==> src/rtl/lpc_exc_if.sv <==
// -----------------------------------------------------------------------------
// lpc_exc_if
// Bundle of frame-parameter inputs and excitation outputs for
// lpc_excitation_gen.
//
// Handshake: there is no backpressure. d_clk is a one-cycle sample strobe and
// v is a one-cycle "new parameters" pulse; both are accepted on the cycle
// they are high. exc_vout is a one-cycle pulse marking exc_out valid, and
// frame_start pulses together with exc_vout on sample 0 of each frame.
//
// Signals (master = parameter source, slave = excitation generator):
//   d_clk, v, voiced, pulserate[15:0], lpcrate[15:0]   master -> slave
//   gain[15:0] (only with LPC_EXC_GAIN_EN)             master -> slave
//   exc_out[DW-1:0] (signed), exc_vout, frame_start,
//   underrun, state_dbg, pending_dbg                   slave -> master
// -----------------------------------------------------------------------------
interface lpc_exc_if #(
   parameter int DW = 16
);
   logic                 d_clk;
   logic                 v;
   logic                 voiced;
   logic [15:0]          pulserate;
   logic [15:0]          lpcrate;
`ifdef LPC_EXC_GAIN_EN
   logic [15:0]          gain;
`endif
   logic signed [DW-1:0] exc_out;
   logic                 exc_vout;
   logic                 frame_start;
   logic                 underrun;
   logic                 state_dbg;    // 0 = IDLE, 1 = RUN
   logic                 pending_dbg;  // shadow holds unapplied parameters

   modport master (
`ifdef LPC_EXC_GAIN_EN
      output gain,
`endif
      output d_clk, v, voiced, pulserate, lpcrate,
      input  exc_out, exc_vout, frame_start, underrun, state_dbg, pending_dbg
   );

   modport slave (
`ifdef LPC_EXC_GAIN_EN
      input  gain,
`endif
      input  d_clk, v, voiced, pulserate, lpcrate,
      output exc_out, exc_vout, frame_start, underrun, state_dbg, pending_dbg
   );
endinterface

==> src/rtl/lpc_excitation_gen.sv <==
// -----------------------------------------------------------------------------
// lpc_excitation_gen
// Excitation source for an LPC synthesis filter. Emits one signed sample per
// d_clk strobe: a periodic pulse train for voiced frames, LFSR noise for
// unvoiced frames. Frame parameters (voiced, pulserate) are double-buffered
// in a shadow register and take effect only at frame boundaries.
//
// Ports:
//   clk  - system clock
//   rst  - asynchronous, active-high reset
//   bus  - lpc_exc_if.slave: d_clk, v, voiced, pulserate, lpcrate (in);
//          exc_out, exc_vout, frame_start, underrun, state_dbg,
//          pending_dbg (out)
//
// Optional feature macro: LPC_EXC_GAIN_EN
//   Adds a Q2.14 unsigned gain input captured with v, applied at the frame
//   boundary, and a saturating multiply stage (output latency 2 instead of 1).
// -----------------------------------------------------------------------------
module lpc_excitation_gen #(
   parameter int          DW          = 16,
   parameter int          PULSE_AMP   = 8192,
   parameter logic [15:0] LFSR_SEED   = 16'hACE1,
   parameter int          NOISE_SHIFT = 2,
   parameter int          MIN_PITCH   = 20
) (
   input logic      clk,
   input logic      rst,
   lpc_exc_if.slave bus
);

   localparam logic [15:0]          LFSR_MASK = 16'hB400;
   localparam logic [15:0]          MIN_P     = 16'(MIN_PITCH);
   localparam logic signed [DW-1:0] PULSE     = DW'(PULSE_AMP);

   typedef enum logic {
      S_IDLE = 1'b0,
      S_RUN  = 1'b1
   } state_e;

   state_e               state_q, state_d;
   logic                 pending_q, pending_d;
   logic                 sh_voiced_q, sh_voiced_d;
   logic [15:0]          sh_rate_q, sh_rate_d;
   logic                 act_voiced_q, act_voiced_d;
   logic [15:0]          act_period_q, act_period_d;
   logic [15:0]          frame_len_q, frame_len_d;
   logic [15:0]          samp_cnt_q, samp_cnt_d;
   logic [15:0]          pitch_cnt_q, pitch_cnt_d;
   logic [15:0]          lfsr_q, lfsr_d;
   logic signed [DW-1:0] exc_out_q, exc_out_d;
   logic                 exc_vout_q, exc_vout_d;
   logic                 frame_start_q, frame_start_d;
   logic                 underrun_q, underrun_d;

`ifdef LPC_EXC_GAIN_EN
   localparam int PW = DW + 17;
   logic [15:0]          sh_gain_q, sh_gain_d;
   logic [15:0]          act_gain_q, act_gain_d;
   logic signed [DW-1:0] raw1_q, raw1_d;
   logic [15:0]          gain1_q, gain1_d;
   logic                 vld1_q, vld1_d;
   logic                 fs1_q, fs1_d;
   logic [15:0]          src_gain, cur_gain;
   logic signed [PW-1:0] a_ext, g_ext, prod, prod_sh, max_ext, min_ext;
   logic signed [DW-1:0] sat_out;
`endif

   // Event decode
   logic                 strobe, at_last, start_evt, boundary_evt, frame_evt;
   logic                 bypass, load_new, active_smp;
   logic                 src_voiced, eff_voiced, cur_voiced, force_phase;
   logic [15:0]          src_rate, eff_period, cur_period, pc_cur;
   logic                 lfsr_fb;
   logic signed [15:0]   noise16;
   logic signed [DW-1:0] raw;

   always_comb begin
      strobe       = bus.d_clk;
      at_last      = (samp_cnt_q == (frame_len_q - 16'd1));
      // In IDLE a v on the strobe cycle starts the frame directly, like a boundary.
      start_evt    = strobe && (state_q == S_IDLE) && (pending_q || bus.v);
      boundary_evt = strobe && (state_q == S_RUN) && at_last;
      frame_evt    = start_evt || boundary_evt;
      // A v coinciding with a frame start bypasses the shadow.
      bypass       = frame_evt && bus.v;
      load_new     = frame_evt && (bus.v || pending_q);
      active_smp   = (state_q == S_RUN) || start_evt;

      src_voiced   = bypass ? bus.voiced    : sh_voiced_q;
      src_rate     = bypass ? bus.pulserate : sh_rate_q;
      eff_voiced   = src_voiced && (src_rate != 16'd0);
      eff_period   = (src_rate < MIN_P) ? MIN_P : src_rate;

      cur_voiced   = load_new ? eff_voiced : act_voiced_q;
      cur_period   = load_new ? eff_period : act_period_q;
      // Phase restarts on a fresh voiced run; voiced->voiced carries the counter.
      force_phase  = start_evt || (load_new && eff_voiced && !act_voiced_q);
      pc_cur       = force_phase ? 16'd0 : pitch_cnt_q;

      // Feedback from bit 0 combined with bit 15 keeps the map invertible.
      lfsr_fb      = lfsr_q[0] ^ lfsr_q[15];
      noise16      = $signed(lfsr_q) >>> NOISE_SHIFT;
`ifdef LPC_EXC_GAIN_EN
      src_gain     = bypass ? bus.gain : sh_gain_q;
      cur_gain     = load_new ? src_gain : act_gain_q;
`endif
   end

   // FSM: state register
   always_ff @(posedge clk or posedge rst) begin
      if (rst) state_q <= S_IDLE;
      else     state_q <= state_d;
   end

   // FSM: next state
   always_comb begin
      state_d = state_q;
      if (start_evt) state_d = S_RUN;
   end

   // Datapath next state
   always_comb begin
      pending_d    = pending_q;
      sh_voiced_d  = sh_voiced_q;
      sh_rate_d    = sh_rate_q;
      act_voiced_d = act_voiced_q;
      act_period_d = act_period_q;
      frame_len_d  = frame_len_q;
      samp_cnt_d   = samp_cnt_q;
      pitch_cnt_d  = pitch_cnt_q;
      lfsr_d       = lfsr_q;
      underrun_d   = underrun_q;
      raw          = '0;
`ifdef LPC_EXC_GAIN_EN
      sh_gain_d    = sh_gain_q;
      act_gain_d   = act_gain_q;
`endif

      if (bus.v && !bypass) begin
         sh_voiced_d = bus.voiced;
         sh_rate_d   = bus.pulserate;
         pending_d   = 1'b1;
`ifdef LPC_EXC_GAIN_EN
         sh_gain_d   = bus.gain;
`endif
      end

      if (frame_evt) pending_d = 1'b0;

      if (load_new) begin
         act_voiced_d = eff_voiced;
         act_period_d = eff_period;
`ifdef LPC_EXC_GAIN_EN
         act_gain_d   = src_gain;
`endif
      end

      if (boundary_evt && !load_new) underrun_d = 1'b1;

      if (frame_evt) begin
         frame_len_d = (bus.lpcrate < 16'd2) ? 16'd2 : bus.lpcrate;
         samp_cnt_d  = '0;
      end else if (strobe && (state_q == S_RUN)) begin
         samp_cnt_d  = samp_cnt_q + 16'd1;
      end

      if (strobe) begin
         lfsr_d = {1'b0, lfsr_q[15:1]} ^ (lfsr_fb ? LFSR_MASK : 16'h0000);
         if (active_smp) begin
            if (cur_voiced) begin
               if (pc_cur == 16'd0) begin
                  raw         = PULSE;
                  pitch_cnt_d = cur_period - 16'd1;
               end else begin
                  raw         = '0;
                  pitch_cnt_d = pc_cur - 16'd1;
               end
            end else begin
               raw = DW'(noise16);
            end
         end
      end
   end

`ifdef LPC_EXC_GAIN_EN
   // Q2.14 gain multiply with saturation to DW bits.
   always_comb begin
      a_ext   = {{17{raw1_q[DW-1]}}, raw1_q};
      g_ext   = {{(DW+1){1'b0}}, gain1_q};
      prod    = a_ext * g_ext;
      prod_sh = prod >>> 14;
      max_ext = {{(PW-DW+1){1'b0}}, {(DW-1){1'b1}}};
      min_ext = {{(PW-DW+1){1'b1}}, {(DW-1){1'b0}}};
      if (prod_sh > max_ext)      sat_out = max_ext[DW-1:0];
      else if (prod_sh < min_ext) sat_out = min_ext[DW-1:0];
      else                        sat_out = prod_sh[DW-1:0];
   end
`endif

   // FSM: outputs
   always_comb begin
      exc_out_d     = exc_out_q;
      exc_vout_d    = 1'b0;
      frame_start_d = 1'b0;
`ifdef LPC_EXC_GAIN_EN
      raw1_d  = raw1_q;
      gain1_d = gain1_q;
      vld1_d  = strobe;
      fs1_d   = strobe && frame_evt;
      if (strobe) begin
         raw1_d  = raw;
         gain1_d = cur_gain;
      end
      if (vld1_q) begin
         exc_out_d     = sat_out;
         exc_vout_d    = 1'b1;
         frame_start_d = fs1_q;
      end
`else
      if (strobe) begin
         exc_out_d     = raw;
         exc_vout_d    = 1'b1;
         frame_start_d = frame_evt;
      end
`endif
   end

   always_ff @(posedge clk or posedge rst) begin
      if (rst) begin
         pending_q     <= 1'b0;
         sh_voiced_q   <= 1'b0;
         sh_rate_q     <= '0;
         act_voiced_q  <= 1'b0;
         act_period_q  <= '0;
         frame_len_q   <= '0;
         samp_cnt_q    <= '0;
         pitch_cnt_q   <= '0;
         lfsr_q        <= LFSR_SEED;
         exc_out_q     <= '0;
         exc_vout_q    <= 1'b0;
         frame_start_q <= 1'b0;
         underrun_q    <= 1'b0;
`ifdef LPC_EXC_GAIN_EN
         sh_gain_q     <= '0;
         act_gain_q    <= '0;
         raw1_q        <= '0;
         gain1_q       <= '0;
         vld1_q        <= 1'b0;
         fs1_q         <= 1'b0;
`endif
      end else begin
         pending_q     <= pending_d;
         sh_voiced_q   <= sh_voiced_d;
         sh_rate_q     <= sh_rate_d;
         act_voiced_q  <= act_voiced_d;
         act_period_q  <= act_period_d;
         frame_len_q   <= frame_len_d;
         samp_cnt_q    <= samp_cnt_d;
         pitch_cnt_q   <= pitch_cnt_d;
         lfsr_q        <= lfsr_d;
         exc_out_q     <= exc_out_d;
         exc_vout_q    <= exc_vout_d;
         frame_start_q <= frame_start_d;
         underrun_q    <= underrun_d;
`ifdef LPC_EXC_GAIN_EN
         sh_gain_q     <= sh_gain_d;
         act_gain_q    <= act_gain_d;
         raw1_q        <= raw1_d;
         gain1_q       <= gain1_d;
         vld1_q        <= vld1_d;
         fs1_q         <= fs1_d;
`endif
      end
   end

   assign bus.exc_out     = exc_out_q;
   assign bus.exc_vout    = exc_vout_q;
   assign bus.frame_start = frame_start_q;
   assign bus.underrun    = underrun_q;
   assign bus.state_dbg   = state_q;
   assign bus.pending_dbg = pending_q;

endmodule

==> src/flat_wrapper.sv <==
// flat-port wrapper written by rule: the top's interface ports become plain ports
module lpc_excitation_gen_flat 
#(
   parameter int          DW          = 16,
   parameter int          PULSE_AMP   = 8192,
   parameter logic [15:0] LFSR_SEED   = 16'hACE1,
   parameter int          NOISE_SHIFT = 2,
   parameter int          MIN_PITCH   = 20
)
  (clk, rst, bus_d_clk, bus_v, bus_voiced, bus_pulserate, bus_lpcrate, bus_exc_out, bus_exc_vout, bus_frame_start, bus_underrun, bus_state_dbg, bus_pending_dbg);
  lpc_exc_if #(.DW(DW)) bus_i ();
  input logic clk;
  input logic rst;
  input wire logic [$bits(bus_i.d_clk)-1:0] bus_d_clk;
  input wire logic [$bits(bus_i.v)-1:0] bus_v;
  input wire logic [$bits(bus_i.voiced)-1:0] bus_voiced;
  input wire logic [$bits(bus_i.pulserate)-1:0] bus_pulserate;
  input wire logic [$bits(bus_i.lpcrate)-1:0] bus_lpcrate;
  output wire logic [$bits(bus_i.exc_out)-1:0] bus_exc_out;
  output wire logic [$bits(bus_i.exc_vout)-1:0] bus_exc_vout;
  output wire logic [$bits(bus_i.frame_start)-1:0] bus_frame_start;
  output wire logic [$bits(bus_i.underrun)-1:0] bus_underrun;
  output wire logic [$bits(bus_i.state_dbg)-1:0] bus_state_dbg;
  output wire logic [$bits(bus_i.pending_dbg)-1:0] bus_pending_dbg;
  assign bus_i.d_clk = bus_d_clk;
  assign bus_i.v = bus_v;
  assign bus_i.voiced = bus_voiced;
  assign bus_i.pulserate = bus_pulserate;
  assign bus_i.lpcrate = bus_lpcrate;
  assign bus_exc_out = bus_i.exc_out;
  assign bus_exc_vout = bus_i.exc_vout;
  assign bus_frame_start = bus_i.frame_start;
  assign bus_underrun = bus_i.underrun;
  assign bus_state_dbg = bus_i.state_dbg;
  assign bus_pending_dbg = bus_i.pending_dbg;
  lpc_excitation_gen #(.DW(DW), .PULSE_AMP(PULSE_AMP), .LFSR_SEED(LFSR_SEED), .NOISE_SHIFT(NOISE_SHIFT), .MIN_PITCH(MIN_PITCH)) u_core (.clk(clk), .rst(rst), .bus(bus_i));
endmodule
==> config.mk <==
export PLATFORM = sky130hd
export DESIGN_NAME = lpc_excitation_gen_flat
export DESIGN_NICKNAME = d
export VERILOG_FILES = /design/src/rtl/lpc_exc_if.sv /design/src/rtl/lpc_excitation_gen.sv /design/src/flat_wrapper.sv
export SDC_FILE = /design/constraint.sdc
export NUM_CORES = 1
export LEC_CHECK = 0
export CAP_MARGIN = 15
export CORE_ASPECT_RATIO = 0.9
export CORE_MARGIN = 2
export CORE_UTILIZATION = 59
export CTS_CLUSTER_DIAMETER = 120
export DETAILED_ROUTE_END_ITERATION = 8
export PLACE_DENSITY = 0.81
export SLEW_MARGIN = 5
export SYNTH_ARGS = -nofsm -noshare
export SYNTH_HDL_FRONTEND = slang
export SYNTH_SLANG_ARGS = --single-unit
==> constraint.sdc <==
create_clock -name clk -period 10.2 [get_ports clk]
set_input_delay 1.53 -clock clk [delete_from_list [all_inputs] [get_ports clk]]
set_output_delay 1.53 -clock clk [all_outputs]
set_load 0.02 [all_outputs]
==> metrics.txt, run 1 <==
outcome=finished, final reports clean; drt pass-1 iters=5; Leak Pwr=~3.4 nW; Synth Instances=around 700; worst hold path stage count=2; setup tns final=0 ns; syn nets=about 760; critical path endpoint category=flip-flop; die area=around 12000 um^2; Hold Startpoint=u_core.lfsr_q[0]; peak supply drop=~0.00018 V; number of flops mapped to enable cells by yosys=0; vias in the first global route=between 5000 and 6000; Final Setup Violations=0; global-route wire length before repair=27590 um; Top-Level Pins=58; CP Cell Sequence=clkdlybuf4s50_1 > buf_4 > nand2_1 > a2111oi_0 > and3_1 > and4_1 > o21ai_2 > mux2i_1 > nor2_1 > a21oi_1 > inv_1 > a22oi_1 > ha_1 > o221ai_2 > nor3b_1 > nor2_1 > o31ai_1 > o21ai_0; core area=roughly 11000 um^2; Psw=0.6288 mW; Top FF cell, synth=dfrtp_1; ANT cells=0; Critical Path Max Stage Delay=about 0.46 ns; Rel. slew slack=roughly 28%; Initial Utilization=roughly 61%; std cell rows=36; Tcrit/Tclk final=55.75%; via count=around 5700; worst slew pin tran=between 1 and 1.5 ns; antenna violations before repair=0; CTS max path bufs=2; max cap viols=0; FF+latch count, synth=between 100 and 150; hold worst-path end=u_core.lfsr_q[15]; DRT iter0 DRCs=about 610; clock slew at reported path FFs=around 0.05 ns; Gate power share=about 28%; Post-layout nets=approximately 800; Yosys Warn Count=0; Netlist cell types=just over 70; root buffer cell=clkbuf_16; Area Overhead vs Synth=18.97%; Resized cells post-CTS=0; R2R Setup Slk=just over 5 ns; Setup Skew=0.007830 ns; Final Hold Viols=0; gr usage total=between 20% and 30%; CP Class=input pin to flip-flop; H-tree lvl count=4; CTS buffer count=17; chip width=roughly 120 um; WP data arrival=slightly below 6 ns; cell mode on critical path=nor2_1; Startpoint Class=input pin; PortBufs=57; hpwl dp=11840 um; Remaining DRCs=0; Reg-to-Reg Start=u_core.frame_len_q[0]; Final ANT Viol Nets=0; setup repair after global routing missed its margin=false; hold crit path type=flip-flop to flip-flop; Post CTS Setup Buffer Count=0; final core utilization=roughly 73%; Placer Congestion=~0.96; Synth Area per Inst=a little over 9 um^2; Mapped Area=6649 um^2; clock share of power=between 30% and 40%; post-synthesis sequential area ratio=between 40 and 50%; Clock Latency Late Sink=0.42 ns; CTS tree=built; Die Span Y=between 100 and 150 um; slowest CP cell=clkdlybuf4s50_1; Cell Pwr Density=roughly 230 nW/um^2; sw frac=a little over a third; Async S/R FF share, synth=100.0%; layout cells sized above 1=roughly 14%; Crit path required time=~10 ns; GRT overflow=0; Max Clk Rate=~180 MHz; Tmin final=approximately 5.7 ns; Routed WL=around 17000 um; Via density=between 6 and 7; internal power=approximately 1.2 mW; part of the power in registers=about two fifths; hold bufs inserted after CTS=0; RR Endpoint=u_core.pitch_cnt_q[8]; number of max-slew violations in the final report=0; worst-path fanout max=37; detail-routed net length per standard cell=roughly 18 um; largest net degree at the start of global routing=68; Worst Reg2Reg Path Length in Cells=16; clk sink count=118
[registers in the layout, indices dropped and copies added (netlist names), 15 cells and up]
| signal | count |
|---|---|
| u_core.act_period_q | 16 |
| u_core.sh_rate_q | 16 |
| u_core.frame_len_q | 16 |
| u_core.samp_cnt_q | 16 |
| u_core.bus.exc_out | 15 |
| u_core.lfsr_q | 16 |
| u_core.pitch_cnt_q | 16 |
[worst max-delay path: cells and delay by family]
| family | cells | cell delay [ns] |
|---|---|---|
| buffers and inverters | 3 | 0.89 |
| adders and majority gates | 1 | 0.29 |
| AOI/OAI and AO/OA | 7 | 1.60 |
| muxes | 1 | 0.18 |
| and+or+nand+nor | 6 | 1.46 |
[synthesized netlist by cell type (all sizes together) (5+ instances only)]
master	count	area, um^2
nand3	21	110.1
or4	5	37.54
and3	5	31.28
nor3	23	115.1
nor4	17	106.4
a21oi	15	78.83
a31oi	7	43.79
nand2b	5	31.28
buf	16	82.57
nor3b	5	37.54
mux2	38	431.7
inv	35	131.4
dfstp	8	210.2
o211ai	8	65.06
a22oi	5	37.54
nand2	106	400.4
mux2i	21	210.2
nand4	11	68.82
o21ai	48	255.3
xnor2	28	245.2
nor2	68	255.2
o21a	5	37.54
and2	5	31.28
clkbuf	18	67.56
dfrtp	110	2753
xor2	18	157.7
[power groups by stage]
stage | registers (mW) | clock network (mW) | logic (mW)
floorplan | 0.638 | 0 | 0.397
global placement | 0.682 | 0 | 0.475
detailed placement | 0.687 | 0 | 0.495
CTS | 0.682 | 0.604 | 0.502
global route | 0.699 | 0.630 | 0.557
finish | 0.688 | 0.598 | 0.508
[metal layers]
metal  GRT usage, %  share of wire, %  routed length [um]
met5              0                 0                   0
met4          11.90               3.0                 502
met3          8.353               6.8                1149
met2          45.66                47                7980
met1          38.80                43                7298
[placed cells by master, fill, tap and decap left out, types with 5 or more instances in the layout]
cell type        Yosys  final
clkdlybuf4s50_1      0     57
a31oi_1              7      7
nand2b_1             5      5
or4_1                5      5
and2_1               5      5
dfstp_2              8      8
nand3_1             20     20
nand4_1             11     11
clkbuf_16            0     17
inv_1               32     31
a22oi_1              5      5
nor4_1              17     17
xnor2_1             28     28
nand2_1            105    105
o21ai_1              8      8
nor2_1              68     68
mux2_2              37     37
o21a_1               5      5
clkbuf_8             0      5
mux2i_1             21     21
nor3b_1              5      5
and3_1               5      5
nor3_1              23     23
buf_4                3      6
a21oi_1             14     14
xor2_1              18     18
dfrtp_1            110    110
o21ai_0             38     38
o211ai_1             7      7
[metrics by stage]
stage | total power, mW | cell area (um^2) | hold slack, ns | instances | setup slack [ns]
after floorplan | 1.035 | 6649 | 0.4536 | 715 | 5.463
after global placement | 1.157 | 7307 | 0.4801 | 896 | 4.317
after detailed placement | 1.182 | 7307 | 0.4714 | 896 | 4.222
after CTS | 1.787 | 7905 | 0.5164 | 928 | 4.524
after global routing | 1.885 | 7910 | 0.5297 | 929 | 4.194
final | 1.794 | 7910 | 0.5064 | 929 | 4.513
[area by class of cell]
type / count / area (um^2)
clock inverters: 8 / 96.34
multi-input cells: 528 / 3405
clock buffers: 24 / 501.7
inverters: 35 / 133.9
fillers: 814 / 2990
flip-flops and latches: 118 / 2963
well taps: 152 / 190.2
repair buffers: 64 / 620.6
[cell families (layout without fill, tap and decap cells)]
family / after synthesis / in the layout / synth area share (%)
AND/OR/NAND/NOR: 290 / 290 / 20.89
AO/OA/AOI/OAI: 130 / 130 / 14.04
flip-flops: 118 / 118 / 44.56
buffers and inverters: 69 / 131 / 4.234
multiplexers: 59 / 59 / 9.654
XOR/XNOR: 46 / 46 / 6.060
adder cells (fa/ha/maj): 3 / 3 / 0.5646
[worst max-delay path by stage]
stage               slack [ns]  depth (start not counted)                     end       from
global placement          4.32                         13   u_core.bus.exc_out[1]      bus_v
finish                    4.51                         18   u_core.pitch_cnt_q[8]  bus_d_clk
global route              4.19                         18   u_core.pitch_cnt_q[8]  bus_d_clk
CTS                       4.52                         15   u_core.bus.exc_out[0]  bus_d_clk
detailed placement        4.22                         13   u_core.bus.exc_out[0]      bus_v
floorplan                 5.46                         17  u_core.pitch_cnt_q[12]  bus_d_clk
(Power assumes the default switching activity.)
==> run 2: changes to the inputs <==
--- a/config.mk
+++ b/config.mk
@@ -8,10 +8,10 @@
 export CAP_MARGIN = 15
 export CORE_ASPECT_RATIO = 0.9
 export CORE_MARGIN = 2
-export CORE_UTILIZATION = 59
+export CORE_UTILIZATION = 53
 export CTS_CLUSTER_DIAMETER = 120
 export DETAILED_ROUTE_END_ITERATION = 8
-export PLACE_DENSITY = 0.81
+export PLACE_DENSITY = 0.77
 export SLEW_MARGIN = 5
 export SYNTH_ARGS = -nofsm -noshare
 export SYNTH_HDL_FRONTEND = slang
==> constraint.sdc (replaced) <==
create_clock -name clk -period 4.7 [get_ports clk]
set_input_delay 0.705 -clock clk [delete_from_list [all_inputs] [get_ports clk]]
set_output_delay 0.705 -clock clk [all_outputs]
set_load 0.02 [all_outputs]
==> metrics.txt, run 2 (synthesis gave the netlist of run 1 again) <==
outcome=finished, final reports clean; chip width=between 100 and 150 um; Final Instance Area=a little over 8000 um^2; layout filler cell count=between 900 and 1000; hold bufs inserted after CTS=0; Clock Latency Late Sink=about 0.43 ns; layout cells sized above 1=between 10% and 20%; Remaining DRCs=0; Leak Pwr=approximately 3.4 nW; Routed WL=approximately 17000 um; FF/Latch Area=a little under 3000 um^2; Rel. slew slack=slightly above 40%; Die Span Y=110.3 um; GRT overflow=0; number of max-slew violations in the final report=0; Final Setup Violations=0; Placer Congestion=0.9267; Crit path required time=5.05 ns; core area=roughly 12000 um^2; detail-routed net length per standard cell=between 15 and 20 um; Cell Pwr Density=about 490 nW/um^2; worst-path fanout max=5; Final Hold Viols=0; sw frac=34.85%; CTS buffer count=17; hpwl dp=about 12000 um; Post-DP Area=7445 um^2; Max Clk Rate=~220 MHz; clock slew at reported path FFs=approximately 0.06 ns; Multi-input gate area=3443 um^2; hold crit path type=flip-flop to flip-flop; Tmin final=between 4 and 5 ns; vias in the first global route=approximately 5500; Top-Level Pins=between 50 and 60; setup repair after global routing missed its margin=false; Via density=5.958; Startpoint Class=flip-flop; peak supply drop=around 0.00033 V; Post-layout nets=between 800 and 900; setup tns final=0 ns; drt pass-1 iters=6; ANT cells=0; H-tree lvl count=4; Final ANT Viol Nets=0; root buffer cell=clkbuf_16; CTS tree=built; via count=about 5700; Initial Utilization=between 50 and 60%; clock share of power=around 34%; std cell rows=38; Setup Skew=0.007747 ns; clk sink count=roughly 120; internal power=2.580 mW; part of the power in registers=roughly 37%; Tcrit/Tclk final=between 90% and 100%; gr usage total=around 27%; commonest non-fill, non-tap cell in the layout=dfrtp_1; Psw=1.380 mW; worst slew pin tran=around 0.89 ns; WP data arrival=approximately 4.8 ns; antenna violations before repair=0; die area=about 13000 um^2; CTS max path bufs=2; CP Class=flip-flop to flip-flop; global-route wire length before repair=roughly 28000 um; DRT iter0 DRCs=633; Area Overhead vs Synth=21.85%; Gate power share=a little under 30%; critical path endpoint category=flip-flop; commonest non-fill, non-tap cells in the layout=dfrtp_1, nand2_1, nor2_1, clkdlybuf4s50_1, o21ai_0; largest net degree at the start of global routing=73; PortBufs=57; max cap viols=0
==> run 2: cell types whose count changed in the layout (fill, tap and decap cells not counted), sizes merged <==
cell / delta
buf: +17
bufinv: +1
clkbuf: -3
clkinv: +1
clkinvlp: +1
==> run 2: through the flow <==
stage | hold slack [ns] | instances | util (%) | worst slack (ns) | power (mW)
finish | 0.5052 | 954 | 66.56 | 0.2523 | 3.960
global route | 0.5196 | 954 | 66.56 | 0.01291 | 4.175
CTS | 0.5075 | 953 | 66.18 | 0.04557 | 3.937
detailed placement | 0.4917 | 921 | 61.16 | 0.07282 | 2.585
global placement | 0.4760 | 921 | 61.16 | 0.2432 | 2.550
floorplan | 0.4536 | 715 | - | 0.3925 | 2.247
==> run 2: repair_timing <==
item                       CTS  global route
buffers inserted             0             1
gates resized for setup      0             9
setup endpoints to repair    0            26
==> run 2: worst max-delay path, cell delays in order, from the launching register on <==
cell       delay (ns)
dfrtp_1          0.42
inv_1            0.09
ha_1             0.21
or3b_4           0.46
o311a_1          0.32
a211oi_2         0.27
a2111oi_4        0.10
and4_2           0.29
o21ai_4          0.21
mux2i_1          0.23
nor2_1           0.06
a21oi_1          0.12
inv_1            0.08
a22oi_2          0.18
ha_2             0.25
o221ai_2         0.19
nor4b_4          0.35
nand3_2          0.15
mux2_4           0.33
o211ai_2         0.06
==> run 2: metal layers <==
metal  GRT usage (%)  vias up  routed length [um]
met5               0        -                   0
met4           8.292        0                 307
met2           40.30      205                7518
met3           7.305       31                1175
li1                -     2670                   -
met1           38.41     2778                7900
==> run 2: power groups by stage <==
stage / clock network (mW) / registers [mW] / logic (mW)
after CTS: 1.35 / 1.45 / 1.14
after global placement: 0 / 1.44 / 1.11
after global routing: 1.40 / 1.48 / 1.29
after floorplan: 0 / 1.39 / 0.861
final: 1.34 / 1.46 / 1.17
after detailed placement: 0 / 1.46 / 1.13
==> run 2: final timing paths <==
path	startpoint	to	slack, ns	depth (start not counted)
min reg2reg	u_core.lfsr_q[1]	u_core.lfsr_q[1]	0.51	1
min	u_core.lfsr_q[1]	u_core.lfsr_q[1]	0.51	1
min in group asynchronous	rst	u_core.samp_cnt_q[4]	0.84	2
max	u_core.frame_len_q[0]	u_core.pitch_cnt_q[12]	0.25	19
max in group asynchronous	rst	u_core.lfsr_q[13]	2.97	3
max reg2reg	u_core.frame_len_q[0]	u_core.pitch_cnt_q[12]	0.25	19
==> run 2: layout make-up <==
| class | count | share of cell area (%) |
|---|---|---|
| well taps | 160 | 2.471 |
| multi-input cells | 528 | 42.50 |
| inverters | 35 | 1.653 |
| clock buffers | 21 | 5.683 |
| clock inverters | 11 | 1.853 |
| repair buffers | 81 | 9.266 |
| flip-flops and latches | 118 | 36.57 |
